<file path="config.mk">
export PLATFORM = sky130hd
export DESIGN_NAME = sram_rw_arbiter
export DESIGN_NICKNAME = d
export VERILOG_FILES = /design/src/rtl/sram_rw_arbiter.sv
export SDC_FILE = /design/constraint.sdc
export NUM_CORES = 1
export LEC_CHECK = 0
export CAP_MARGIN = 20
export CELL_PAD_IN_SITES_DETAIL_PLACEMENT = 2
export CELL_PAD_IN_SITES_GLOBAL_PLACEMENT = 2
export CORE_MARGIN = 8
export CORE_UTILIZATION = 24
export DETAILED_ROUTE_END_ITERATION = 7
export PLACE_DENSITY_LB_ADDON = 0.1
export SETUP_SLACK_MARGIN = 0.02
export SLEW_MARGIN = 20
export SYNTH_ARGS = -nofsm -noshare
export SYNTH_HDL_FRONTEND = slang
export SYNTH_SLANG_ARGS = --single-unit
export TNS_END_PERCENT = 1
</file>
<file path="constraint.sdc">
create_clock -name clk_i -period 6.38 [get_ports clk_i]
set_input_delay 1.595 -clock clk_i [delete_from_list [all_inputs] [get_ports clk_i]]
set_output_delay 1.595 -clock clk_i [all_outputs]
set_load 0.01 [all_outputs]
</file>
<file path="src/rtl/sram_rw_arbiter.sv">
// sram_rw_arbiter: round-robin arbiter sharing one 1RW OpenRAM macro between two requesters.
// Define SRAM_ARB_PERF_EN to add saturating read/write/conflict performance counters.
module sram_rw_arbiter #(
  parameter int ADDR_WIDTH = 9,
  parameter int DATA_WIDTH = 64,
  parameter int NUM_WMASKS = 8
`ifdef SRAM_ARB_PERF_EN
  ,
  parameter int PERF_WIDTH = 16
`endif
) (
  input  logic                      clk_i,
  input  logic                      rst_ni,
  input  logic [1:0]                req_valid_i,
  output logic [1:0]                req_ready_o,
  input  logic [1:0]                req_we_i,
  input  logic [2*NUM_WMASKS-1:0]   req_be_i,
  input  logic [2*ADDR_WIDTH-1:0]   req_addr_i,
  input  logic [2*DATA_WIDTH-1:0]   req_wdata_i,
  output logic [1:0]                rsp_valid_o,
  input  logic [1:0]                rsp_ready_i,
  output logic [2*DATA_WIDTH-1:0]   rsp_rdata_o,
  output logic                      sram_csb_o,
  output logic                      sram_web_o,
  output logic [NUM_WMASKS-1:0]     sram_wmask_o,
  output logic                      sram_spare_wen_o,
  output logic [ADDR_WIDTH-1:0]     sram_addr_o,
  output logic [DATA_WIDTH-1:0]     sram_din_o,
  input  logic [DATA_WIDTH-1:0]     sram_dout_i
`ifdef SRAM_ARB_PERF_EN
  ,
  output logic [PERF_WIDTH-1:0]     perf_rd_o,
  output logic [PERF_WIDTH-1:0]     perf_wr_o,
  output logic [PERF_WIDTH-1:0]     perf_conflict_o
`endif
);
  logic                  r_rr_last, r_rd_pend, r_rd_id;
  logic [1:0]            w_cap, w_elig;
  logic                  w_any, w_gid, w_we, w_rd, w_wr;
  logic [NUM_WMASKS-1:0] w_be;
  logic [ADDR_WIDTH-1:0] w_addr;
  logic [DATA_WIDTH-1:0] w_wdata;
  // w_cap marks the requester whose read data is on sram_dout_i this cycle
  always_comb begin
    w_cap   = r_rd_pend ? (r_rd_id ? 2'b10 : 2'b01) : 2'b00;
    w_elig  = {2{rst_ni}} & req_valid_i & (req_we_i | (~w_cap & (~rsp_valid_o | rsp_ready_i)));
    w_any   = |w_elig;
    w_gid   = &w_elig ? ~r_rr_last : w_elig[1];
    w_we    = w_gid ? req_we_i[1] : req_we_i[0];
    w_be    = w_gid ? req_be_i[2*NUM_WMASKS-1:NUM_WMASKS] : req_be_i[NUM_WMASKS-1:0];
    w_addr  = w_gid ? req_addr_i[2*ADDR_WIDTH-1:ADDR_WIDTH] : req_addr_i[ADDR_WIDTH-1:0];
    w_wdata = w_gid ? req_wdata_i[2*DATA_WIDTH-1:DATA_WIDTH] : req_wdata_i[DATA_WIDTH-1:0];
    w_rd    = w_any & ~w_we;
    w_wr    = w_any & w_we & (|w_be);
  end
  assign req_ready_o      = w_any ? (w_gid ? 2'b10 : 2'b01) : 2'b00;
  assign sram_csb_o       = ~(w_rd | w_wr);
  assign sram_web_o       = ~w_wr;
  assign sram_wmask_o     = w_wr ? w_be : (w_rd ? '1 : '0);
  assign sram_spare_wen_o = 1'b0;
  assign sram_addr_o      = (w_rd | w_wr) ? w_addr : '0;
  assign sram_din_o       = (w_rd | w_wr) ? w_wdata : '0;
  always_ff @(posedge clk_i or negedge rst_ni) begin
    if (!rst_ni) begin
      r_rr_last   <= 1'b1;
      r_rd_pend   <= 1'b0;
      r_rd_id     <= 1'b0;
      rsp_valid_o <= '0;
      rsp_rdata_o <= '0;
    end else begin
      if (w_any) r_rr_last <= w_gid;
      r_rd_pend   <= w_rd;
      if (w_rd) r_rd_id <= w_gid;
      rsp_valid_o <= w_cap | (rsp_valid_o & ~rsp_ready_i);
      if (w_cap[0]) rsp_rdata_o[DATA_WIDTH-1:0] <= sram_dout_i;
      if (w_cap[1]) rsp_rdata_o[2*DATA_WIDTH-1:DATA_WIDTH] <= sram_dout_i;
    end
  end
`ifdef SRAM_ARB_PERF_EN
  logic [PERF_WIDTH-1:0] r_perf_rd, r_perf_wr, r_perf_cf;
  always_ff @(posedge clk_i or negedge rst_ni) begin
    if (!rst_ni) begin
      r_perf_rd <= '0;
      r_perf_wr <= '0;
      r_perf_cf <= '0;
    end else begin
      if (w_rd && !(&r_perf_rd)) r_perf_rd <= r_perf_rd + PERF_WIDTH'(1);
      if (w_wr && !(&r_perf_wr)) r_perf_wr <= r_perf_wr + PERF_WIDTH'(1);
      if ((&req_valid_i) && w_any && !(&r_perf_cf)) r_perf_cf <= r_perf_cf + PERF_WIDTH'(1);
    end
  end
  assign perf_rd_o       = r_perf_rd;
  assign perf_wr_o       = r_perf_wr;
  assign perf_conflict_o = r_perf_cf;
`endif
endmodule

</file>
==> results.json <==
{
  "maxCapViolations": 0,
  "grt_max_degree": 75,
  "p_clk_frac": 0.212,
  "die_x_microns": 192,
  "critPathCaptureType": "primary output",
  "ys_warn_count": 0,
  "critPathArrivalTime_ns": 4.20,
  "wl_met2_microns": 18200,
  "die_h_microns": 192,
  "combinationalPowerShare": 0.469,
  "crit_type": "primary input to primary output",
  "firstDrtPassIters": 4,
  "dpl.hpwl_microns": 27500,
  "clkTransAtPathRegs_ns": 0.05,
  "setup_viol": 0,
  "fin_nets": 1271,
  "power_frac_seq": 0.319,
  "p_sw_frac": 0.311,
  "drt-total-wl_microns": 36000,
  "power_density_nw_per_um2": 361,
  "vias_per_cell": 4.92,
  "post_cts_buffers": 0,
  "fillers": 3198,
  "hold_violations": 0,
  "grt_pass1_wl_microns": 53000,
  "num_io_pins": 450,
  "worstReg2RegStart": "r_rd_id",
  "die-area_sq_um": 36700,
  "fin_crit_sh": 0.908,
  "crit_path_start_kind": "primary input",
  "switchingPower_uw": 1430,
  "synth.most_common_cell": "dfrtp_1",
  "final_util": 0.420,
  "start_util": 0.243,
  "synth_top_area_cell": "dfrtp_1",
  "cts_resized": 0,
  "dr_wl_met3_microns": 3540,
  "wl_per_cell_microns": 24.9,
  "portBuffers": 448,
  "antenna_left": 0,
  "tns_ns": 0,
  "synth_seq_cells": 133,
  "async_flop_share": 1.00,
  "max_slew_margin": 0.349,
  "clock-sinks": 133,
  "cts_buffers": 17,
  "synth-seq-area-share": 0.450,
  "power.total_uw": 4600,
  "synthesis.instances": 623,
  "synth.area.top_cells": "dfrtp_1 45%, mux2_2 19%, o211ai_2 12%",
  "drive_above_1_share": 0.249,
  "netlist_area_sq_um": 7390,
  "num_vias": 7128,
  "crit_start": "req_be_i[0]",
  "outcome": "finished clean",
  "clock_path_buffers": 2,
  "skew_ns": 0.00920,
  "worstMarginPinSlew_ns": 0.976,
  "fmax_mhz": 173,
  "routedLengthMet1_microns": 13400,
  "internal_power_uw": 3170,
  "synth_top_area_frac": 0.447,
  "cts_max_level": 4,
  "dr.first_iter.drc_count": 214,
  "ir_worst_vdd_mv": 0.179,
  "core_area_sq_um": 30400,
  "synthFlopType": "dfrtp_1",
  "grt_pass1_vias": 8042,
  "gp_congestion": 0.758,
  "tritoncts": "yes",
  "clk_latency_ns": 0.42,
  "path_max_fanout": 51,
  "antenna_found_initial": 7,
  "rsz0062_at_grt": "false",
  "netlist_top_cells_count": "132 x dfrtp_1, 128 x mux2_2, 74 x a21oi_1, 74 x nand4_1, 70 x o211ai_2",
  "remaining_drc_errors": 0,
  "ctsHoldBuffers": 0,
  "synth_edf_count": 0,
  "top_layer": "met5",
  "holdCritStartpoint": "rsp_rdata_o[109]",
  "grtUsageTotal": 0.191,
  "syn_nets": 857,
  "hold_path_class": "flip-flop to flip-flop",
  "num_rows": 64,
  "syn_to_final_growth_pct": 72.7,
  "grt-ovfl-total": 0,
  "leakagePower_uw": 0.00488,
  "report.final.slew_viol_count": 0,
  "synth_cell_type_count": 36,
  "required_ns": 4.79,
  "synth.avg_cell_area_sq_um": 11.9,
  "clock-root-buffer": "clkbuf_16",
  "final.min_clock_period_ns": 5.80
}
[power groups by stage]
stage / combinational [uW] / sequential, uW / clock (uW)
floorplan: 638 / 1670 / 0
global placement: 2160 / 1460 / 0
detailed placement: 2190 / 1490 / 0
CTS: 2210 / 1480 / 1010
global route: 2290 / 1530 / 1040
finish: 2160 / 1470 / 977
[stage by stage]
stage | instance area (sq um) | setup WS [ns] | hold WS, ns | instances
final | 12800 | 0.585 | 0.500 | 1449
after detailed placement | 12200 | 0.543 | 0.493 | 1414
after global placement | 12200 | 0.560 | 0.487 | 1414
after global routing | 12800 | 0.381 | 0.519 | 1448
after CTS | 12800 | 0.546 | 0.506 | 1444
after floorplan | 7390 | 2.05 | 0.486 | 623
[critical path, cell delays in order]
cell             delay [ns]
clkdlybuf4s50_1        0.46
nor4_1                 0.59
nand3_4                0.39
buf_12                 0.34
o211ai_2               0.12
a21oi_1                0.08
clkdlybuf4s50_1        0.58
[cell type report]
class / count / area, sq um / area share
multi-input cells: 403 / 3590 / 0.281
inverters: 10 / 37.5 / 0.00294
clock buffers: 27 / 523 / 0.0410
clock inverters: 3 / 65.1 / 0.00510
well taps: 396 / 495 / 0.0388
flip-flops and latches: 133 / 3330 / 0.261
repair buffers: 472 / 4720 / 0.369
diodes: 5 / 12.5 / 0.000980
[cell usage in the layout (no fill, tap or decap), types with 2 or more instances in the layout]
cell type,instances
o21ai_0,2
dfrtp_1,132
buf_4,20
nor4b_1,8
clkdlybuf4s50_1,447
nor4_1,4
nand2_2,2
o211ai_1,4
nand2b_1,2
nor3_1,2
clkbuf_8,6
mux2_2,128
o211ai_2,70
clkbuf_16,17
a21oi_1,74
nand3_2,2
a311oi_1,8
diode_2,5
inv_1,10
buf_12,4
bufinv_16,2
nand4_1,74
clkbuf_1,4
nand2_1,7
[metal layers]
| layer | GRT usage | up-vias |
|---|---|---|
| met5 | 0 | - |
| met4 | 0.0672 | 6 |
| met3 | 0.0804 | 45 |
| met2 | 0.335 | 291 |
| met1 | 0.203 | 3561 |
| li1 | - | 3225 |
[final timing paths]
check                                         to  slack [ns]  cells after the start
min in group asynchronous                r_rd_id        1.35                      2
worst min-delay path            rsp_rdata_o[109]        0.50                      1
worst max-delay path              sram_din_o[51]        0.58                      7
worst min register to register  rsp_rdata_o[109]        0.50                      1
worst max register to register   rsp_rdata_o[35]        4.49                      3
max in group asynchronous        rsp_rdata_o[39]        3.57                      3
[sequential cells by signal, summed over array words and instances (netlist names)]
register	count
r_rd_id	1
rsp_valid_o	2
r_rd_pend	1
r_rr_last	1
rsp_rdata_o	128
[logic make-up after synthesis]
kind of cell | Yosys count | share of synthesized area
AOI/OAI and AO/OA | 164 | 0.192
buffers and inverters | 87 | 0.0677
DFF | 133 | 0.450
muxes | 128 | 0.195
other | 1 | 0.000507
and+or+nand+nor | 110 | 0.0944
No activity file was read; power rests on OpenSTA's default activity.
